### src/rtl/adc_seq_pkg.sv
// -----------------------------------------------------------------------------
// adc_seq_pkg
// Shared types and default widths for the ADC capture sequencer.
//   seq_state_e   : run-control state encoding (also exported on state_o)
//   *_W_DEF       : default widths for burst count, holdoff and arm timeout
// -----------------------------------------------------------------------------
package adc_seq_pkg;

    localparam int BURST_W_DEF = 16;
    localparam int HOLD_W_DEF  = 16;
    localparam int TMO_W_DEF   = 32;

    typedef enum logic [2:0] {
        ST_IDLE    = 3'd0,
        ST_CLEAR   = 3'd1,
        ST_ARMED   = 3'd2,
        ST_CAPTURE = 3'd3,
        ST_HOLDOFF = 3'd4,
        ST_DONE    = 3'd5
    } seq_state_e;

endpackage

### src/rtl/adc_seq_down_counter.sv
// -----------------------------------------------------------------------------
// adc_seq_down_counter
// Loadable down-counter that stops at zero.
//   aclk, aresetn : clock, asynchronous active-low reset
//   load          : load load_val (wins over en)
//   en            : decrement by one while non-zero
//   load_val      : value loaded on load
//   zero          : count is zero
// -----------------------------------------------------------------------------
module adc_seq_down_counter #(
    parameter int W = 16
) (
    input  logic         aclk,
    input  logic         aresetn,
    input  logic         load,
    input  logic         en,
    input  logic [W-1:0] load_val,
    output logic         zero
);

    logic [W-1:0] count_r;

    // Count register: load has priority, decrement stops at zero.
    always_ff @(posedge aclk or negedge aresetn) begin
        if (!aresetn) begin
            count_r <= {W{1'b0}};
        end else if (load) begin
            count_r <= load_val;
        end else if (en && (count_r != {W{1'b0}})) begin
            count_r <= count_r - W'(1);
        end else begin
            count_r <= count_r;
        end
    end

    assign zero = (count_r == {W{1'b0}});

endmodule

### src/rtl/adc_capture_sequencer.sv
// -----------------------------------------------------------------------------
// adc_capture_sequencer
// Run-control FSM for the ADC trigger/capture datapath. Captures cfg_bursts
// triggered bursts, holding the datapath trigger cleared for cfg_holdoff
// cycles between bursts, and reports progress to software.
// Optional feature macro: ADC_SEQ_TIMEOUT_EN adds cfg_timeout, the arm
// timeout counter and the ARMED->DONE timeout exit; without it timed_out
// stays 0 and ARMED waits indefinitely.
// Ports:
//   aclk, aresetn            : clock, asynchronous active-low reset
//   cmd_start, cmd_abort     : software run control (abort wins)
//   cfg_bursts/holdoff/timeout : run config, latched at start
//   adc_trigger_activated    : datapath trigger flag
//   adc_tvalid, adc_tlast    : datapath stream; tvalid&&tlast ends a burst
//   adc_reset_trigger        : active-low trigger clear to the datapath
//   adc_reset_max_sum        : active-high max-sum clear (first CLEAR only)
//   busy, done, timed_out    : status (done is a one-cycle pulse)
//   bursts_done, state_o     : burst count and state for software/debug
// All outputs are registers, so no input reaches an output combinationally.
// -----------------------------------------------------------------------------
module adc_capture_sequencer
    import adc_seq_pkg::*;
#(
    parameter int BURST_W = BURST_W_DEF,
    parameter int HOLD_W  = HOLD_W_DEF
`ifdef ADC_SEQ_TIMEOUT_EN
    , parameter int TMO_W = TMO_W_DEF
`endif
) (
    input  logic               aclk,
    input  logic               aresetn,
    input  logic               cmd_start,
    input  logic               cmd_abort,
    input  logic [BURST_W-1:0] cfg_bursts,
    input  logic [HOLD_W-1:0]  cfg_holdoff,
`ifdef ADC_SEQ_TIMEOUT_EN
    input  logic [TMO_W-1:0]   cfg_timeout,
`endif
    input  logic               adc_trigger_activated,
    input  logic               adc_tvalid,
    input  logic               adc_tlast,
    output logic               adc_reset_trigger,
    output logic               adc_reset_max_sum,
    output logic               busy,
    output logic               done,
    output logic               timed_out,
    output logic [BURST_W-1:0] bursts_done,
    output logic [2:0]         state_o
);

    seq_state_e         state_r;
    seq_state_e         next_state_s;
    seq_state_e         burst_dest_s;
    logic [BURST_W-1:0] target_r;
    logic [HOLD_W-1:0]  holdoff_r;
    logic [BURST_W-1:0] bursts_done_r;
    logic [BURST_W-1:0] bursts_next_s;
    logic [BURST_W-1:0] bursts_inc_s;
    logic               timed_out_r;
    logic               timed_out_next_s;
    logic               latch_s;
    logic               burst_end_s;
    logic               hold_load_s;
    logic               hold_zero_s;
    logic               tmo_expired_s;
    logic               rst_trig_r;
    logic               max_sum_r;
    logic               busy_r;
    logic               done_r;

    function automatic logic [BURST_W-1:0] sat_inc(input logic [BURST_W-1:0] v);
        return (v == {BURST_W{1'b1}}) ? v : v + BURST_W'(1);
    endfunction

    assign burst_end_s  = adc_tvalid && adc_tlast;
    assign bursts_inc_s = sat_inc(bursts_done_r);
    // Where a burst end leads: finished, straight back to CLEAR, or holdoff.
    assign burst_dest_s = (bursts_inc_s == target_r)        ? ST_DONE  :
                          (holdoff_r == {HOLD_W{1'b0}})     ? ST_CLEAR : ST_HOLDOFF;

    // Holdoff counter loads cfg_holdoff-1 on entry, so HOLDOFF lasts
    // exactly cfg_holdoff cycles (exit taken on the cycle it reads zero).
    assign hold_load_s = (next_state_s == ST_HOLDOFF) && (state_r != ST_HOLDOFF);

    adc_seq_down_counter #(.W(HOLD_W)) u_hold_cnt (
        .aclk     (aclk),
        .aresetn  (aresetn),
        .load     (hold_load_s),
        .en       (state_r == ST_HOLDOFF),
        .load_val (holdoff_r - HOLD_W'(1)),
        .zero     (hold_zero_s)
    );

`ifdef ADC_SEQ_TIMEOUT_EN
    logic [TMO_W-1:0] tmo_cfg_r;
    logic             tmo_zero_s;

    // Timeout counter loads during CLEAR so it reads cfg_timeout on the
    // first ARMED cycle and expires cfg_timeout cycles later.
    adc_seq_down_counter #(.W(TMO_W)) u_tmo_cnt (
        .aclk     (aclk),
        .aresetn  (aresetn),
        .load     (state_r == ST_CLEAR),
        .en       (state_r == ST_ARMED),
        .load_val (tmo_cfg_r),
        .zero     (tmo_zero_s)
    );

    assign tmo_expired_s = (tmo_cfg_r != {TMO_W{1'b0}}) && tmo_zero_s;

    // Timeout config, captured at start.
    always_ff @(posedge aclk or negedge aresetn) begin
        if (!aresetn) begin
            tmo_cfg_r <= {TMO_W{1'b0}};
        end else if (latch_s) begin
            tmo_cfg_r <= cfg_timeout;
        end else begin
            tmo_cfg_r <= tmo_cfg_r;
        end
    end
`else
    assign tmo_expired_s = 1'b0;
`endif

    // Next-state and counter update; abort overrides everything outside IDLE.
    always_comb begin
        next_state_s     = state_r;
        bursts_next_s    = bursts_done_r;
        timed_out_next_s = timed_out_r;
        latch_s          = 1'b0;
        if (cmd_abort && (state_r != ST_IDLE)) begin
            next_state_s = ST_IDLE;
        end else begin
            case (state_r)
                ST_IDLE: begin
                    // Abort outranks start even while idle.
                    if (cmd_start && !cmd_abort) begin
                        next_state_s     = ST_CLEAR;
                        bursts_next_s    = {BURST_W{1'b0}};
                        timed_out_next_s = 1'b0;
                        latch_s          = 1'b1;
                    end else begin
                        next_state_s = ST_IDLE;
                    end
                end
                ST_CLEAR: begin
                    next_state_s = ST_ARMED;
                end
                ST_ARMED: begin
                    // Burst end first: a 1-sample burst may bring trigger and tlast together.
                    if (burst_end_s) begin
                        bursts_next_s = bursts_inc_s;
                        next_state_s  = burst_dest_s;
                    end else if (adc_trigger_activated) begin
                        next_state_s = ST_CAPTURE;
                    end else if (tmo_expired_s) begin
                        timed_out_next_s = 1'b1;
                        next_state_s     = ST_DONE;
                    end else begin
                        next_state_s = ST_ARMED;
                    end
                end
                ST_CAPTURE: begin
                    if (burst_end_s) begin
                        bursts_next_s = bursts_inc_s;
                        next_state_s  = burst_dest_s;
                    end else begin
                        next_state_s = ST_CAPTURE;
                    end
                end
                ST_HOLDOFF: begin
                    if (hold_zero_s) begin
                        next_state_s = ST_CLEAR;
                    end else begin
                        next_state_s = ST_HOLDOFF;
                    end
                end
                ST_DONE: begin
                    next_state_s = ST_IDLE;
                end
                default: begin
                    next_state_s = ST_IDLE;
                end
            endcase
        end
    end

    // Run config, captured at start; a zero burst target means one burst.
    always_ff @(posedge aclk or negedge aresetn) begin
        if (!aresetn) begin
            target_r  <= {BURST_W{1'b0}};
            holdoff_r <= {HOLD_W{1'b0}};
        end else if (latch_s) begin
            target_r  <= (cfg_bursts == {BURST_W{1'b0}}) ? BURST_W'(1) : cfg_bursts;
            holdoff_r <= cfg_holdoff;
        end else begin
            target_r  <= target_r;
            holdoff_r <= holdoff_r;
        end
    end

    // FSM state, status counters and outputs registered from the next state.
    always_ff @(posedge aclk or negedge aresetn) begin
        if (!aresetn) begin
            state_r       <= ST_IDLE;
            bursts_done_r <= {BURST_W{1'b0}};
            timed_out_r   <= 1'b0;
            rst_trig_r    <= 1'b0;
            max_sum_r     <= 1'b0;
            busy_r        <= 1'b0;
            done_r        <= 1'b0;
        end else begin
            state_r       <= next_state_s;
            bursts_done_r <= bursts_next_s;
            timed_out_r   <= timed_out_next_s;
            rst_trig_r    <= (next_state_s == ST_ARMED) || (next_state_s == ST_CAPTURE);
            max_sum_r     <= (next_state_s == ST_CLEAR) && (bursts_next_s == {BURST_W{1'b0}});
            busy_r        <= (next_state_s != ST_IDLE);
            done_r        <= (next_state_s == ST_DONE);
        end
    end

    assign adc_reset_trigger = rst_trig_r;
    assign adc_reset_max_sum = max_sum_r;
    assign busy              = busy_r;
    assign done              = done_r;
    assign timed_out         = timed_out_r;
    assign bursts_done       = bursts_done_r;
    assign state_o           = state_r;

endmodule
### config.mk
export PLATFORM = sky130hd
export DESIGN_NAME = adc_capture_sequencer
export DESIGN_NICKNAME = d
export VERILOG_FILES = /design/src/rtl/adc_seq_pkg.sv /design/src/rtl/adc_seq_down_counter.sv /design/src/rtl/adc_capture_sequencer.sv
export SDC_FILE = /design/constraint.sdc
export NUM_CORES = 1
export LEC_CHECK = 0
export ABC_CLOCK_PERIOD_IN_PS = 6300
export CAP_MARGIN = 15
export CORE_MARGIN = 2
export CORE_UTILIZATION = 50
export CTS_CLUSTER_SIZE = 16
export DETAILED_ROUTE_END_ITERATION = 6
export HOLD_SLACK_MARGIN = 0.08
export MAX_ROUTING_LAYER = met4
export PLACE_DENSITY = 0.74
export SLEW_MARGIN = 20
export SYNTH_ARGS = -nofsm -noshare
export SYNTH_HDL_FRONTEND = slang
export SYNTH_HIERARCHICAL = 1
export SYNTH_SLANG_ARGS = --single-unit
### constraint.sdc
create_clock -name aclk -period 6.3 [get_ports aclk]
set_input_delay 0.63 -clock aclk [delete_from_list [all_inputs] [get_ports aclk]]
set_output_delay 0.63 -clock aclk [all_outputs]
set_load 0.1 [all_outputs]
==> key figures, run 1 <==
Clocking
  • # resized after CTS: 0
  • Root Driver: clkbuf_8
  • Worst-skew pair later-pin latency: 0.35 ns
  • CTS sink count: 71
  • Hold_buf cts: 0
  • Cts bufs inserted: 9
  • Clock Tree Buf Depth: 2
  • Clock-pin slew on the worst setup and hold paths: 0.08 ns
  • H-tree depth: 3
  • Setup Fix Bufs, Post-CTS: 0
  • CTS tree: yes

Yosys
  • Yosys reg bits: 71
  • Syn_area_per_cell: 9.19 um^2
  • Number of enable flip-flop cells after synthesis: 0
  • Syn. warnings: 6
  • Area of the mapped netlist: 4750 um^2
  • Cells after synthesis: 517
  • Syn_nets: 559
  • Sequential fraction of the synthesis area: 37.4%
  • Post-synthesis async set-or-reset flop share: 100%
  • Main flop type after synthesis: dfrtp_1
  • Yosys cell types: 76

Setup path
  • Reg2reg start: bursts_done[0]
  • Worst flop-to-flop path endpoint: u_hold_cnt/count_r[13]
  • Crit-path leading delay family: simple AND/OR/NAND/NOR gates
  • CP Launch Type: flip-flop
  • Worst Setup SP: bursts_done[0]
  • CP endpoint kind: flip-flop
  • Crit-path cells: ha_1, nand3_2, nor3_2, xnor2_1, o22ai_1, or4_1, o311a_1, or3_4, nor3b_2, buf_4, inv_1, o311a_1, a221o_1
  • WP depth: 13
  • Kind of critical path: flip-flop to flip-flop
  • Slowest CP cell: dfrtp_1
  • Worst R2R Path Depth: 13
  • Most frequent CP cell: o311a_1
  • Crit-path max cell delay: 0.54 ns
  • R2R Setup Slk: 1.75 ns
  • CP Buf/Inv Count: 2
  • Critical path required time: 6.53 ns
  • CP Data Arrival Time: 4.79 ns
  • Crit Path Max Fanout: 21

Pwr
  • Peak supply drop: 153 uV
  • PwrDens: 280 nW/um^2
  • Power Total: 1.56 mW
  • Pleak: 2.10 nW

Routing
  • Post-DRT Antenna Nets: 0
  • Post-Route WL: 13,700 um
  • Vias/cell: 6.41
  • DR WL/cell: 19.7 um
  • Starting DRT DRC Count: 375
  • Drt pass-1 iters: 5
  • Via count: 4,455
  • Post-route DRC: 0

Floorplan
  • Die H: 101 um
  • Initial Util: 51.4%
  • Number of I/O pins: 63
  • Die W: 101 um
  • Core Footprint: 9240 um^2
  • Die Footprint: 10,300 um^2
  • Cell Rows: 35

Outcome
  • Run status: completed

Global routing
  • Vias in the first global route: 4,109
  • First-pass GRT wire length: 21,900 um
  • Largest net degree at the start of global routing: 72
  • Grt ovf: 0
  • Initial antenna violation count: 0
  • GRT Resource Usage Total: 28.5%

Finish
  • N_diodes: 0
  • Fillers: 836
  • # nets final: 603
  • Synth-to-Final Area Change: 17.4%
  • Layout cells sized above 1: 13.6%

STA
  • Hold Vio Cnt, Final: 0
  • Slew Limit Fails: 0
  • Period utilisation layout: 72.3%
  • Clk_skew: 0.00850 ns
  • Minimum clock period: 4.55 ns
  • Setup repair after global routing missed its margin: false
  • Post-layout worst setup margin: 1.75 ns
  • Worst hold slack: 0.476 ns
  • Max-slew headroom: 31.8%
  • Max frequency: 220 MHz
  • Worst-Margin Slew: 1.02 ns
  • TNS Setup: 0 ns
  • Final setup fails: 0

Flow run
  • Max-cap violations: 0

Min path
  • Worst hold path class: primary input to async pin

Placement
  • Pre-CTS setup slack: 1.84 ns
  • GP Congestion: 0.951
  • Dpl hpwl: 9960 um
  • Count of input and output buffers: 61
how the worst max path moves through the flow:
| stage | endpoint | slack [ns] |
|---|---|---|
| finish | u_hold_cnt/count_r[13] | 1.75 |
| floorplan | u_hold_cnt/count_r[2] | 1.70 |
| global placement | u_hold_cnt/count_r[13] | 1.99 |
| detailed placement | u_hold_cnt/count_r[13] | 1.84 |
| global route | u_hold_cnt/count_r[13] | 1.42 |
| CTS | u_hold_cnt/count_r[13] | 1.83 |
power breakdown:
| group | total (mW) | internal (mW) | switching (mW) |
|---|---|---|---|
| Sequential | 0.724 | 0.571 | 0.153 |
| Combinational | 0.469 | 0.227 | 0.242 |
| Clock | 0.372 | 0.185 | 0.186 |
| Total | 1.56 | 0.983 | 0.581 |
through the flow:
stage | utilization (%) | instance area [um^2] | instances
2_1_floorplan | - | 4750 | 517
3_3_place_gp | 58.3 | 5380 | 679
3_5_place_dp | 58.3 | 5380 | 679
4_1_cts | 60.4 | 5580 | 695
5_1_grt | 60.4 | 5580 | 695
6_report | 60.4 | 5580 | 695
kinds of logic after synthesis:
logic type / after synthesis / synth area share [%]
adder cells (fa/ha/maj): 3 / 0.790
XOR/XNOR: 30 / 5.53
buffers and inverters: 45 / 4.48
other: 1 / 0.0789
multiplexers: 35 / 8.19
AND/OR/NAND/NOR: 213 / 25.9
flip-flops: 71 / 37.4
AO/OA/AOI/OAI: 119 / 17.7
synthesized netlist by cell type, types with 10 or more instances:
master | count | area (um^2)
o21ai_0 | 26 | 130
dfrtp_1 | 71 | 1780
clkbuf_1 | 17 | 63.8
xnor2_1 | 17 | 149
a21oi_1 | 14 | 70.1
inv_1 | 13 | 48.8
nor3_1 | 21 | 105
or4_1 | 11 | 82.6
nand4_1 | 13 | 81.3
nor2_1 | 36 | 135
a31oi_1 | 18 | 113
mux2_2 | 31 | 349
or3_1 | 10 | 62.6
nand2_1 | 42 | 158
xor2_1 | 13 | 114
nand3_1 | 12 | 60.1
nor4_1 | 15 | 93.8
layout by cell type (no fill, tap or decap), types with 5 or more instances in the layout:
master           count
nand2b_1             5
nand2_1             42
o41ai_1              6
mux2_2              31
or2_2                6
xor2_1              13
nor3_1              21
or4_1               11
or3_1               10
a21oi_1             14
xnor2_1             17
inv_1               13
clkbuf_8             9
nor2_1              36
o211ai_1             7
a31oi_1             18
and2_1               5
o31ai_1              9
clkdlybuf4s50_1     60
nand4_1             13
dfrtp_1             71
nand3_1             12
nor4_1              15
o21ai_0             26
sequential cells by signal, indices dropped and copies added (netlist names):
signal,count
bursts_done,16
holdoff_r,16
target_r,16
u_hold_cnt/count_r,16
state_o,3
adc_reset_max_sum,1
adc_reset_trigger,1
busy,1
done,1
layer usage:
metal	vias to the layer above	track usage (%)	routed length (um)
met5	-	-	0
met4	0	8.84	324
met3	37	6.42	1110
met2	224	42.0	6080
met1	2150	39.3	6180
li1	2044	-	-
final cells by class:
class / instances / area [um^2] / area share, %
multi-input combinational: 401 / 2760 / 49.5
timing repair buffer: 65 / 636 / 11.4
clock buffer: 10 / 128 / 2.29
sequential: 71 / 1780 / 31.8
tap: 129 / 161 / 2.89
clock inverter: 6 / 67.6 / 1.21
inverter: 13 / 48.8 / 0.875
(Power assumes the default switching activity.)
==> run 2, diff against run 1 <==
--- a/config.mk
+++ b/config.mk
@@ -5,7 +5,7 @@
 export SDC_FILE = /design/constraint.sdc
 export NUM_CORES = 1
 export LEC_CHECK = 0
-export ABC_CLOCK_PERIOD_IN_PS = 6300
+export ABC_CLOCK_PERIOD_IN_PS = 3820
 export CAP_MARGIN = 15
 export CORE_MARGIN = 2
 export CORE_UTILIZATION = 50
@@ -13,7 +13,7 @@
 export DETAILED_ROUTE_END_ITERATION = 6
 export HOLD_SLACK_MARGIN = 0.08
 export MAX_ROUTING_LAYER = met4
-export PLACE_DENSITY = 0.74
+export PLACE_DENSITY = 0.76
 export SLEW_MARGIN = 20
 export SYNTH_ARGS = -nofsm -noshare
 export SYNTH_HDL_FRONTEND = slang
==> constraint.sdc (replaced) <==
create_clock -name aclk -period 3.82 [get_ports aclk]
set_input_delay 0.382 -clock aclk [delete_from_list [all_inputs] [get_ports aclk]]
set_output_delay 0.382 -clock aclk [all_outputs]
set_load 0.1 [all_outputs]
==> run 2 against run 1 <==
Effect of this change:
- final cell count up 3.3%
- setup slack got worse by 1.6 ns
- clock skew up 0.00072 ns
- critical path depth fell by 2
- routed wire length increased by 1.8%
- global-route usage increased by 0.44 points
- sequential share of layout area decreased by 0.73 points
- count of clock-buffer cells in the layout fell by 1
- non-clock buffer count increased by 23
- worst hold slack got worse by 0.013 ns
==> key figures, run 2 (same netlist as run 1, synthesis figures left out) <==
Finish
  • # nets final: 626 (+3.8%)
  • Most common cell after layout, fill and taps aside: clkdlybuf4s50_1
  • Layout cells sized above 1: 20.5% (+6.9 points)
  • Finished layout cell area: 5870 um^2 (+5.2%)
  • Synth-to-Final Area Change: 23.6%
  • Fin cells: 718 (+3.3%)
  • Layout Utilization: 63.5% (+3.2 points)
  • N_diodes: 0 (unchanged)
  • Most frequent cells in the layout: clkdlybuf4s50_1, dfrtp_1, nand2_1

Floorplan
  • Cell Rows: 35 (unchanged)
  • Number of I/O pins: 63 (unchanged)
  • Die W: 101 um (unchanged)
  • Die Footprint: 10,300 um^2 (unchanged)
  • Initial Util: 51.4% (unchanged)
  • Die H: 101 um (unchanged)
  • Core Footprint: 9240 um^2 (unchanged)

Clocking
  • Clock-pin slew on the worst setup and hold paths: 0.09 ns (about the same)
  • CTS tree: yes
  • Clock Tree Buf Depth: 2 (unchanged)
  • Worst-skew pair later-pin latency: 0.36 ns (about the same)
  • Cts bufs inserted: 9 (unchanged)
  • H-tree depth: 3 (unchanged)
  • CTS sink count: 71 (unchanged)
  • Root Driver: clkbuf_8

Global routing
  • Vias in the first global route: 4,241 (+3.2%)
  • GRT Resource Usage Total: 29.0% (+0.44 points)
  • Grt ovf: 0 (unchanged)
  • Largest net degree at the start of global routing: 34 (-53%)
  • Initial antenna violation count: 0 (unchanged)
  • First-pass GRT wire length: 22,200 um (+1.6%)

Setup path
  • Worst flop-to-flop path endpoint: u_hold_cnt/count_r[13]
  • Most frequent CP cell: o311a_1
  • Reg2reg start: bursts_done[3]
  • CP endpoint kind: flip-flop
  • Crit-path cells: and4_4, a41oi_2, or4_4, a2111oi_4, nand4_1, o311a_1, or3_4, nor3b_4, inv_2, o311a_1, a221o_1
  • CP Launch Type: flip-flop
  • Critical path required time: 4.07 ns (-2.46 ns)
  • Crit-path leading delay family: simple AND/OR/NAND/NOR gates
  • Slowest CP cell: dfrtp_4
  • CP Data Arrival Time: 3.90 ns (-0.89 ns)
  • CP Buf/Inv Count: 1 (-1)
  • Worst R2R Path Depth: 11 (-2)
  • Crit-path max cell delay: 0.54 ns (about the same)
  • R2R Setup Slk: 0.17 ns (-1.58 ns)
  • Kind of critical path: flip-flop to flip-flop
  • Crit Path Max Fanout: 11 (-48%)

Pwr
  • PwrDens: 449 nW/um^2 (+60%)
  • Power Total: 2.64 mW (+69%)
  • Peak supply drop: 304 uV (+98%)
  • Pleak: 2.21 nW (+5.2%)

STA
  • Hold Vio Cnt, Final: 0 (unchanged)
  • Final setup fails: 0 (unchanged)
  • Period utilisation layout: 95.6% (+23 points)
  • Setup repair after global routing missed its margin: true
  • Worst-Margin Slew: 0.997 ns (-0.0234 ns)
  • Max frequency: 274 MHz (+25%)
  • Max-slew headroom: 33.3% (+1.6 points)
  • Clk_skew: 0.00922 ns (+0.000721 ns)
  • Slew Limit Fails: 0 (unchanged)
  • Minimum clock period: 3.65 ns (-0.900 ns)

Routing
  • Vias/cell: 6.32 (-1.4%)
  • Starting DRT DRC Count: 432 (+15%)
  • Via count: 4,536 (+1.8%)
  • Drt pass-1 iters: 5 (unchanged)
  • Post-route DRC: 0 (unchanged)
  • Post-Route WL: 13,900 um (+1.8%)
  • Post-DRT Antenna Nets: 0 (unchanged)
  • DR WL/cell: 19.4 um (-1.5%)

Placement
  • Cells after DPL: 693 (+2.1%)
  • Placement Cell Area: 5560 um^2 (+3.2%)
  • GP Congestion: 0.958 (+0.77%)
  • Count of input and output buffers: 61 (unchanged)
  • Dpl hpwl: 10,500 um (+5.6%)

Outcome
  • Run status: completed

Min path
  • Worst hold path class: primary input to async pin

Flow run
  • Max-cap violations: 0 (unchanged)
==> run 2: worst max path at each step <==
stage / startpoint / end / slack (ns) / depth (start not counted)
after global placement: bursts_done[0] / u_hold_cnt/count_r[7] / 0.13 / 12
after floorplan: bursts_done[8] / u_hold_cnt/count_r[2] / -0.0005 / 14
final: bursts_done[3] / u_hold_cnt/count_r[13] / 0.17 / 11
after CTS: bursts_done[0] / u_hold_cnt/count_r[13] / 0.08 / 12
after global routing: bursts_done[0] / u_hold_cnt/count_r[15] / 0.0007 / 13
after detailed placement: bursts_done[0] / u_hold_cnt/count_r[13] / 0.09 / 12
==> run 2: through the flow <==
step	setup WS, ns	hold slack (ns)	setup TNS (ns)
floorplan	-0.000482	0.0864	-0.000482
global placement	0.135	0.306	0
detailed placement	0.0898	0.298	0
CTS	0.0792	0.460	0
global route	0.000740	0.471	0
finish	0.168	0.463	0
==> run 2: power by group <==
part / leakage (nW) / switching [mW] / internal (mW) / total (mW)
logic: 1.27 / 0.416 / 0.385 / 0.801
registers: 0.841 / 0.238 / 0.943 / 1.18
clock network: 0.104 / 0.340 / 0.317 / 0.657
total: 2.21 / 0.994 / 1.64 / 2.64
==> run 2: repair_timing <==
| item | 4_1_cts | 5_1_grt |
|---|---|---|
| hold buffers | 1 | 0 |
| setup buffers | 0 | 7 |
| hold endpoints to repair | 12 | 0 |
| gates resized for setup | 0 | 8 |
| endpoints found under the setup margin | 0 | 15 |
==> run 2: layer usage <==
layer / vias up / GRT usage (%) / share of wire (%)
met4: 0 / 9.36 / 1.9
met5: - / - / 0
met1: 2198 / 42.2 / 46
met3: 21 / 5.52 / 8.5
li1: 2093 / - / -
met2: 224 / 40.6 / 44
==> run 2: cell type report <==
type                            count  area [um^2]
Inverter                           13         48.8
Multi-Input combinational cell    401         2810
Clock inverter                      7         86.3
Clock buffer                        9          124
Tap cell                          129          161
Timing Repair Buffer               88          812
Fill cell                         783         3370
Sequential cell                    71         1830
